$ cat src/rtl/alu_issue_ctrl_if.sv
// Bundle of the decode-side request, ALU drive/return and downstream result
// handshake signals for alu_issue_ctrl.
interface alu_issue_ctrl_if;
  logic        in_valid;
  logic        in_ready;
  logic [5:0]  in_funct;
  logic [31:0] in_a;
  logic [31:0] in_b;
  logic [31:0] alu_a;
  logic [31:0] alu_b;
  logic [2:0]  alu_ctrl;
  logic [31:0] alu_out;
  logic        alu_zero;
  logic        alu_overflow;
  logic        alu_cout;
  logic        out_valid;
  logic        out_ready;
  logic [31:0] out_result;
  logic        out_zero;
  logic        out_overflow;
  logic        out_cout;
  logic        out_illegal;
  logic [15:0] op_count;

  modport slave (
    input  in_valid, in_funct, in_a, in_b,
    input  alu_out, alu_zero, alu_overflow, alu_cout,
    input  out_ready,
    output in_ready, alu_a, alu_b, alu_ctrl,
    output out_valid, out_result, out_zero, out_overflow, out_cout, out_illegal, op_count
  );

  modport master (
    output in_valid, in_funct, in_a, in_b,
    output alu_out, alu_zero, alu_overflow, alu_cout,
    output out_ready,
    input  in_ready, alu_a, alu_b, alu_ctrl,
    input  out_valid, out_result, out_zero, out_overflow, out_cout, out_illegal, op_count
  );
endinterface

$ cat src/rtl/alu_issue_ctrl.sv
// Issues one R-type op to a gate-delay ALU, holds its inputs for a per-op
// settle window, then captures and presents the result downstream.
module alu_issue_ctrl #(
  parameter int FAST_CYCLES = 4,
  parameter int MUL_CYCLES  = 20,
  parameter int CNT_W       = 5
) (
  input  logic             clk,
  input  logic             rst_n,
  alu_issue_ctrl_if.slave  bus
);

  typedef enum logic [1:0] {IDLE, SETTLE, DONE} state_e;

  typedef struct packed {
    logic [31:0] result;
    logic        zero;
    logic        overflow;
    logic        cout;
    logic        illegal;
  } rsp_t;

  localparam logic [2:0]       CTRL_MUL = 3'b100;
  localparam logic [CNT_W-1:0] FAST_M1  = CNT_W'(FAST_CYCLES - 1);
  localparam logic [CNT_W-1:0] MUL_M1   = CNT_W'(MUL_CYCLES - 1);

  state_e           state_q, state_d;
  logic [CNT_W-1:0] cnt_q, cnt_d;
  logic [31:0]      a_q, a_d, b_q, b_d;
  logic [2:0]       ctrl_q, ctrl_d;
  rsp_t             rsp_q, rsp_d;
  logic             out_valid_q, out_valid_d;
  logic [15:0]      op_count_q, op_count_d;

  logic [2:0]       dec_ctrl;
  logic             dec_legal;

  always_comb begin
    dec_ctrl  = 3'b000;
    dec_legal = 1'b1;
    case (bus.in_funct)
      6'h20:   dec_ctrl = 3'b000;
      6'h22:   dec_ctrl = 3'b001;
      6'h26:   dec_ctrl = 3'b010;
      6'h2A:   dec_ctrl = 3'b011;
      6'h18:   dec_ctrl = CTRL_MUL;
      default: dec_legal = 1'b0;
    endcase
  end

  always_comb begin
    state_d     = state_q;
    cnt_d       = cnt_q;
    a_d         = a_q;
    b_d         = b_q;
    ctrl_d      = ctrl_q;
    rsp_d       = rsp_q;
    out_valid_d = out_valid_q;
    op_count_d  = op_count_q;
    case (state_q)
      IDLE: if (bus.in_valid) begin
        if (dec_legal) begin
          a_d     = bus.in_a;
          b_d     = bus.in_b;
          ctrl_d  = dec_ctrl;
          cnt_d   = (dec_ctrl == CTRL_MUL) ? MUL_M1 : FAST_M1;
          state_d = SETTLE;
        end else begin
          // ALU inputs are left alone; only the result path reports the fault.
          rsp_d       = '{result: 32'd0, zero: 1'b0, overflow: 1'b0, cout: 1'b0, illegal: 1'b1};
          out_valid_d = 1'b1;
          state_d     = DONE;
        end
      end
      SETTLE: begin
        if (cnt_q != '0) begin
          cnt_d = cnt_q - 1'b1;
        end else begin
          // MUL leaves the ALU's overflow/carry undefined, so mask them.
          rsp_d.result   = bus.alu_out;
          rsp_d.zero     = bus.alu_zero;
          rsp_d.overflow = (ctrl_q == CTRL_MUL) ? 1'b0 : bus.alu_overflow;
          rsp_d.cout     = (ctrl_q == CTRL_MUL) ? 1'b0 : bus.alu_cout;
          rsp_d.illegal  = 1'b0;
          out_valid_d    = 1'b1;
          state_d        = DONE;
        end
      end
      DONE: if (bus.out_ready) begin
        out_valid_d = 1'b0;
        op_count_d  = op_count_q + 16'd1;
        state_d     = IDLE;
      end
      default: state_d = IDLE;
    endcase
  end

  always_ff @(posedge clk or negedge rst_n) begin
    if (!rst_n) begin
      state_q     <= IDLE;
      cnt_q       <= '0;
      a_q         <= '0;
      b_q         <= '0;
      ctrl_q      <= '0;
      rsp_q       <= '0;
      out_valid_q <= 1'b0;
      op_count_q  <= '0;
    end else begin
      state_q     <= state_d;
      cnt_q       <= cnt_d;
      a_q         <= a_d;
      b_q         <= b_d;
      ctrl_q      <= ctrl_d;
      rsp_q       <= rsp_d;
      out_valid_q <= out_valid_d;
      op_count_q  <= op_count_d;
    end
  end

  assign bus.in_ready     = (state_q == IDLE);
  assign bus.alu_a        = a_q;
  assign bus.alu_b        = b_q;
  assign bus.alu_ctrl     = ctrl_q;
  assign bus.out_valid    = out_valid_q;
  assign bus.out_result   = rsp_q.result;
  assign bus.out_zero     = rsp_q.zero;
  assign bus.out_overflow = rsp_q.overflow;
  assign bus.out_cout     = rsp_q.cout;
  assign bus.out_illegal  = rsp_q.illegal;
  assign bus.op_count     = op_count_q;

endmodule

$ cat src/flat_wrapper.sv
// flat-port wrapper written by rule: the top's interface ports become plain ports
module alu_issue_ctrl_flat 
#(
  parameter int FAST_CYCLES = 4,
  parameter int MUL_CYCLES  = 20,
  parameter int CNT_W       = 5
)
  (clk, rst_n, bus_in_valid, bus_in_funct, bus_in_a, bus_in_b, bus_alu_out, bus_alu_zero, bus_alu_overflow, bus_alu_cout, bus_out_ready, bus_in_ready, bus_alu_a, bus_alu_b, bus_alu_ctrl, bus_out_valid, bus_out_result, bus_out_zero, bus_out_overflow, bus_out_cout, bus_out_illegal, bus_op_count);
  alu_issue_ctrl_if bus_i ();
  input  logic clk;
  input  logic rst_n;
  input wire logic [$bits(bus_i.in_valid)-1:0] bus_in_valid;
  input wire logic [$bits(bus_i.in_funct)-1:0] bus_in_funct;
  input wire logic [$bits(bus_i.in_a)-1:0] bus_in_a;
  input wire logic [$bits(bus_i.in_b)-1:0] bus_in_b;
  input wire logic [$bits(bus_i.alu_out)-1:0] bus_alu_out;
  input wire logic [$bits(bus_i.alu_zero)-1:0] bus_alu_zero;
  input wire logic [$bits(bus_i.alu_overflow)-1:0] bus_alu_overflow;
  input wire logic [$bits(bus_i.alu_cout)-1:0] bus_alu_cout;
  input wire logic [$bits(bus_i.out_ready)-1:0] bus_out_ready;
  output wire logic [$bits(bus_i.in_ready)-1:0] bus_in_ready;
  output wire logic [$bits(bus_i.alu_a)-1:0] bus_alu_a;
  output wire logic [$bits(bus_i.alu_b)-1:0] bus_alu_b;
  output wire logic [$bits(bus_i.alu_ctrl)-1:0] bus_alu_ctrl;
  output wire logic [$bits(bus_i.out_valid)-1:0] bus_out_valid;
  output wire logic [$bits(bus_i.out_result)-1:0] bus_out_result;
  output wire logic [$bits(bus_i.out_zero)-1:0] bus_out_zero;
  output wire logic [$bits(bus_i.out_overflow)-1:0] bus_out_overflow;
  output wire logic [$bits(bus_i.out_cout)-1:0] bus_out_cout;
  output wire logic [$bits(bus_i.out_illegal)-1:0] bus_out_illegal;
  output wire logic [$bits(bus_i.op_count)-1:0] bus_op_count;
  assign bus_i.in_valid = bus_in_valid;
  assign bus_i.in_funct = bus_in_funct;
  assign bus_i.in_a = bus_in_a;
  assign bus_i.in_b = bus_in_b;
  assign bus_i.alu_out = bus_alu_out;
  assign bus_i.alu_zero = bus_alu_zero;
  assign bus_i.alu_overflow = bus_alu_overflow;
  assign bus_i.alu_cout = bus_alu_cout;
  assign bus_i.out_ready = bus_out_ready;
  assign bus_in_ready = bus_i.in_ready;
  assign bus_alu_a = bus_i.alu_a;
  assign bus_alu_b = bus_i.alu_b;
  assign bus_alu_ctrl = bus_i.alu_ctrl;
  assign bus_out_valid = bus_i.out_valid;
  assign bus_out_result = bus_i.out_result;
  assign bus_out_zero = bus_i.out_zero;
  assign bus_out_overflow = bus_i.out_overflow;
  assign bus_out_cout = bus_i.out_cout;
  assign bus_out_illegal = bus_i.out_illegal;
  assign bus_op_count = bus_i.op_count;
  alu_issue_ctrl #(.FAST_CYCLES(FAST_CYCLES), .MUL_CYCLES(MUL_CYCLES), .CNT_W(CNT_W)) u_core (.clk(clk), .rst_n(rst_n), .bus(bus_i));
endmodule
$ cat config.mk
export PLATFORM = sky130hd
export DESIGN_NAME = alu_issue_ctrl_flat
export DESIGN_NICKNAME = d
export VERILOG_FILES = /design/src/rtl/alu_issue_ctrl_if.sv /design/src/rtl/alu_issue_ctrl.sv /design/src/flat_wrapper.sv
export SDC_FILE = /design/constraint.sdc
export NUM_CORES = 1
export LEC_CHECK = 0
export ABC_CLOCK_PERIOD_IN_PS = 5780
export CAP_MARGIN = 15
export CORE_MARGIN = 2
export CORE_UTILIZATION = 47
export CTS_CLUSTER_DIAMETER = 80
export DETAILED_ROUTE_END_ITERATION = 10
export GPL_TIMING_DRIVEN = 0
export PLACE_DENSITY_LB_ADDON = 0.12
export SYNTH_ARGS = -nofsm -noshare
export SYNTH_HDL_FRONTEND = slang
export SYNTH_SLANG_ARGS = --single-unit
$ cat constraint.sdc
create_clock -name clk -period 5.78 [get_ports clk]
set_input_delay 0.578 -clock clk [delete_from_list [all_inputs] [get_ports clk]]
set_output_delay 0.578 -clock clk [all_outputs]
set_load 0.005 [all_outputs]
* After elaboration in Yosys (flattened, before gate mapping)
Cells that the tools add are included.
** Storage, ports and cells
- Output and inout port bits :: 121
- Bits of input ports :: 109
- Register bits :: 127
- Word-level logic and storage cells :: 63
** Operators by class
- Equality and inequality tests :: 15
- Add/sub/neg operators :: 2
- Multiplexer cells :: 23
- Reduce and logical (&&, ||, !) cells :: 11
** Operators by type and width (count)
- 2-to-1 mux 36 bit :: 3
- one-hot mux 36 bit (2 select lines) :: 1
- == test 6 bit, second input constant :: 4
- 2-to-1 mux 5 bit :: 4
- adder 16 x 1 -> 16 bit, second input constant :: 1
- one-hot mux 3 bit (4 select lines) :: 1
- one-hot mux 5 bit (2 select lines) :: 1
- 2-to-1 mux 2 bit :: 4
- != test 2 bit, second input constant :: 4
- AND reduction 4 bit :: 2
- 2-to-1 mux 1 bit :: 7
- == test 3 bit, second input constant :: 2
- == test 6 x 5 -> 1 bit, second input constant :: 1
- one-hot mux 2 bit (3 select lines) :: 1
- AND reduction 3 bit :: 2
- AND reduction 5 bit :: 1
- nonzero test 5 bit :: 1
- OR reduction 5 bit :: 1
- subtractor 5 x 1 -> 5 bit, second input constant :: 1
- != test 2 x 1 -> 1 bit, second input constant :: 2
- one-hot mux 1 bit (3 select lines) :: 1
- nonzero test 3 bit :: 1
- == test 2 x 1 -> 1 bit, second input constant :: 1
- == test 2 bit, second input constant :: 1
- other kinds (3) :: 3

* Logic depth before layout (Yosys ltp)
- Depth in word-level cells :: 7
- Gate-level depth with buffers :: 9
- Mapped depth without buffers :: 6

* Least setup slack after synthesis
OpenSTA, ideal clock, no wires.
- Path type :: in2reg
- Start point :: in bus_in_funct[5]
- End point :: reg u_core.a_q[0] (netlist: u_core.bus.alu_a[0])
- Buffers on the path :: 2
- Data arrival time :: 1.883 ns
- Library setup time :: 0.125 ns
- Setup slack :: 3.772 ns
- Cell stages on the path :: 6
- Data required time :: 5.655 ns
- Path through :: or3_1 nor3b_2 a21o_2 buf_8 buf_12 mux2_4
** On the way
- Longest elaborated chain between the ends :: 4
- Elaborated cells on any way between the ends :: 8
- Those cells by class :: eq/ne: 5; mux: 1; reduce/logical: 2
** Ends and longest elaborated chain
- start: declaration :: RTL line flat_wrapper.sv:13 : input wire logic [$bits(bus_i.in_funct)-1:0] bus_in_funct;
- == test 6 bit or == test 6 x 5 -> 1 bit (tied branches) :: RTL line alu_issue_ctrl.sv:41 : case (bus.in_funct)
- OR reduction 5 bit (no line) *
- 2-to-1 mux 1 bit * :: RTL line alu_issue_ctrl.sv:41
- AND reduction 3 bit (no line) *
- end signal: assignment :: RTL line alu_issue_ctrl.sv:102 : a_q <= '0;
- end signal: assignment :: RTL line alu_issue_ctrl.sv:111 : a_q <= a_d;
- end: declaration :: RTL line alu_issue_ctrl.sv:29 : logic [31:0] a_q, a_d, b_q, b_d;
Every way passes the cells marked *; elsewhere a longest branch is shown, timed or not.
A chain may end at the register's enable or synchronous reset.

* Worst setup path after layout
- Start point :: in bus_in_funct[5]
- End point :: reg u_core.b_q[18] (netlist: u_core.bus.alu_b[18])
** On the way
- Longest elaborated chain between the ends :: 4
- Elaborated cells on any way between the ends :: 8
- Those cells by class :: eq/ne: 5; mux: 1; reduce/logical: 2
** Ends and longest elaborated chain
- == test 6 bit or == test 6 x 5 -> 1 bit (tied branches) :: RTL line alu_issue_ctrl.sv:41
- OR reduction 5 bit (no line) *
- 2-to-1 mux 1 bit * :: RTL line alu_issue_ctrl.sv:41
- AND reduction 3 bit (no line) *
- end signal: assignment :: RTL line alu_issue_ctrl.sv:103 : b_q <= '0;
- end signal: assignment :: RTL line alu_issue_ctrl.sv:112 : b_q <= b_d;
- end: declaration :: RTL line alu_issue_ctrl.sv:29
Marks and branches as above.

==> results.py <==
metrics = {
    "critical_path": {
        "r2r_start": "u_core.cnt_q[0]$_DFFE_PN0P_",
        "path_cells": "clkdlybuf4s50_1, nor3b_1, and2_1, a21o_2, buf_8, buf_12, mux2_4",
        "reg2reg_to": "u_core.bus.out_result[19]$_DFFE_PN0P_",
        "critPathBufInv": 3,
        "path_delay_family": "buffers and inverters",
        "cp.required_ns": 6.07,
        "worstPathMaxFanout": 10,
        "ff2ff_path_depth": 8,
        "crit_arrival_ns": 2.51,
        "slowest_delay_ns": 0.48,
        "cp-end-kind": "register",
        "ff2ff_setup_slack_ns": 3.69,
        "crit_path_top_delay_cell": "clkdlybuf4s50_1",
        "setup.worst_path.start": "bus_in_funct[5]",
        "setup.worst_path.class": "primary input to register",
        "startpoint_type": "primary input",
    },
    "global_route": {
        "track_usage": 0.2307,
        "grt_pass1_vias": 4366,
        "grt_overflow": 0,
        "grt_max_degree": 84,
        "antenna_found_initial": 0,
        "grt_pass1_wl_mm": 22.91,
    },
    "sta": {
        "worstMarginPinSlew_ns": 0.6671,
        "layout_min_cycle_time_ns": 2.223,
        "final.setup_skew_ns": 0.008078,
        "max_freq_ghz": 0.4498,
        "slew_violations": 0,
        "post-route-period-util": 0.3846,
        "setup_violations": 0,
        "whs_ns": 0.09179,
        "rsz0062_at_grt": "no",
        "relSlewSlack": 0.5518,
        "timing_hold_violations_final": 0,
    },
    "synthesis": {
        "synth_cell_type_count": 49,
        "ys_seq_area_frac": 0.5657,
        "synth_ff_type": "dfrtp_1",
        "synthTopCellsByArea": "dfrtp_1 (57%), mux2_4 (17%), nand2_1 (5.5%)",
        "synth_area_um2": 5618,
        "yosys_warnings": 0,
        "synth_common_cells": "dfrtp_1 (127), nand2_1 (82), mux2_4 (65)",
        "syn_avg_cell_area_um2": 13.25,
        "synthArstFlopShare": 1.000,
        "synth_top_area_frac": 0.5657,
        "synth-edff-count": 0,
        "synth_fp_nets": 536,
        "synth_top_area_cell": "dfrtp_1",
        "syn_inst": 424,
        "ys_ff_latch": 127,
        "synthMostInstantiatedCell": "dfrtp_1",
    },
    "place": {
        "routabilityCongestion": 0.7689,
        "dpl.cell_count": 797,
        "dpl.hpwl_mm": 10.52,
        "numPortBuffers": 229,
    },
    "flow_run": {
        "cap_viol_max_count": 0,
    },
    "cells_and_area": {
        "final_cells": 826,
        "fillers": 759,
        "final_nets": 785,
        "drive_gt1_frac": 0.1962,
        "antennaDiodeCount": 0,
        "area_growth_pct": 54.23,
    },
    "clock_tree": {
        "cts_tree": "yes",
        "path_clk_slew_ns": 0.05,
        "cts_setup_buffers": 0,
        "cts-buffers-inserted": 17,
        "cts-root-buf": "clkbuf_16",
        "clk_latency_ns": 0.41,
        "cts_resized": 0,
        "cts_buffer_depth": 2,
        "ctsHoldBuffers": 0,
        "htreeDepth": 4,
        "cts_sinks": 127,
    },
    "routing": {
        "wl_per_cell_um": 17.21,
        "first_pass_iters": 4,
        "drt_iter0_markers": 133,
        "wl_mm": 14.22,
        "via_per_inst": 5.039,
        "drc_errors": 0,
        "antenna_left": 0,
        "vias": 4162,
    },
    "die": {
        "fp.dieArea_um2": 12840,
        "die_h_um": 113.3,
        "start_util": 0.4858,
        "num_rows": 39,
        "dieWidth_um": 113.3,
        "core_um2": 11560,
        "top_level_ports": 230,
    },
    "pwr": {
        "p_leak_uw": 0.003773,
        "powerDensity_nw_per_um2": 372.6,
        "ir_worst_vdd_mv": 0.1958,
    },
    "outcome": {
        "outcome": "completed",
    },
    "hold_path": {
        "hold_class": "primary input to async pin",
    },
}
-- how the worst max path moves through the flow --
| stage | end | slack, ns | cells past startpoint |
|---|---|---|---|
| floorplan | u_core.bus.alu_a[0]$_DFFE_PN0P_ | 3.77 | 6 |
| global placement | u_core.bus.alu_a[9]$_DFFE_PN0P_ | -0.74 | 1 |
| detailed placement | u_core.bus.alu_b[18]$_DFFE_PN0P_ | 3.14 | 7 |
| CTS | u_core.bus.alu_b[18]$_DFFE_PN0P_ | 3.57 | 7 |
| global route | u_core.bus.out_zero$_DFFE_PN0P_ | 3.46 | 6 |
| finish | u_core.bus.alu_b[18]$_DFFE_PN0P_ | 3.56 | 7 |
-- registers in the layout, summed over array words and instances (netlist names) --
name                     count
u_core.bus.out_zero          1
u_core.state_q               2
u_core.bus.op_count         16
u_core.bus.out_result       32
u_core.bus.out_illegal       1
u_core.bus.out_valid         1
u_core.bus.alu_b            32
u_core.bus.out_overflow      1
u_core.cnt_q                 5
u_core.bus.alu_a            32
u_core.bus.alu_ctrl          3
u_core.bus.out_cout          1
-- cell families (layout without fill, tap and decap cells) --
kind of cell,Yosys count,after routing,synth area share
AO/OA/AOI/OAI,51,51,0.06014
XOR/XNOR,18,18,0.02806
adder cells (fa/ha/maj),4,4,0.008687
buffers and inverters,28,287,0.05256
flip-flops,127,127,0.5657
multiplexers,67,67,0.1775
AND/OR/NAND/NOR,129,129,0.1073
-- metal layers --
metal / vias up / share of wire / routed length [µm] / global-route usage
li1: 1937 / - / - / -
met1: 2035 / 0.41 / 5821 / 0.2857
met2: 159 / 0.49 / 6981 / 0.3764
met3: 31 / 0.071 / 1003 / 0.07017
met4: 0 / 0.029 / 410 / 0.1000
met5: - / 0 / 0 / 0
-- layout make-up --
type	count	area (µm²)	share of cell area
plain buffers	21	269.0	0.03105
clock buffers	22	484.2	0.05588
clock inverters	7	62.56	0.007220
inverters	7	26.28	0.003032
multi-input cells	269	2145	0.2475
flip-flops and latches	127	3178	0.3668
well taps	143	178.9	0.02065
repair buffers	230	2321	0.2679
-- placed cells by master, fill, tap and decap left out, types with 2 or more instances in the layout --
cell	netlist	final
clkbuf_8	0	4
o21ai_1	11	11
o21ai_2	8	8
nand3_1	6	6
buf_6	9	10
nand2_1	82	82
nand3b_1	2	2
and3_1	2	2
inv_1	7	7
o21ai_0	17	17
a2bb2oi_1	2	2
mux2_4	65	65
clkdlybuf4s50_1	0	228
dfrtp_1	127	127
clkbuf_16	0	17
xnor2_1	12	12
buf_8	2	2
ha_1	3	3
nor3b_2	2	2
buf_2	2	2
buf_12	6	6
o2bb2ai_1	2	2
nor3_1	3	3
or2_2	2	2
nand4_1	5	5
clkinv_2	0	5
clkbuf_1	2	3
and2_1	2	2
xor2_1	6	6
nand2b_1	2	2
a21oi_2	2	2
nor2_1	12	12
-- power breakdown --
group          internal [µW]  switching, µW  total (µW)
Sequential              1110            144        1260
Clock                    624            349         973
Combinational            700            297         997
-- worst register-to-register path, delay by kind of cell, from the launching register on --
kind                     cells  cell delay, ns
buffers and inverters        3            0.51
AO/OA/AOI/OAI                1            0.08
AND/OR/NAND/NOR              3            0.83
flip-flops                   1            0.42
adder cells (fa/ha/maj)      1            0.15
-- metrics by stage --
step / TNS [ns] / instance area (µm²) / setup slack, ns / total power [µW] / util
floorplan: 0 / 5618 / 3.772 / 1660 / -
global placement: -93.38 / 8089 / -0.7433 / 2236 / 0.6994
detailed placement: 0 / 8118 / 3.143 / 2268 / 0.7019
CTS: 0 / 8665 / 3.572 / 3261 / 0.7492
global route: 0 / 8665 / 3.457 / 3388 / 0.7492
finish: 0 / 8665 / 3.557 / 3228 / 0.7492
No activity file was read; power rests on OpenSTA's default activity.
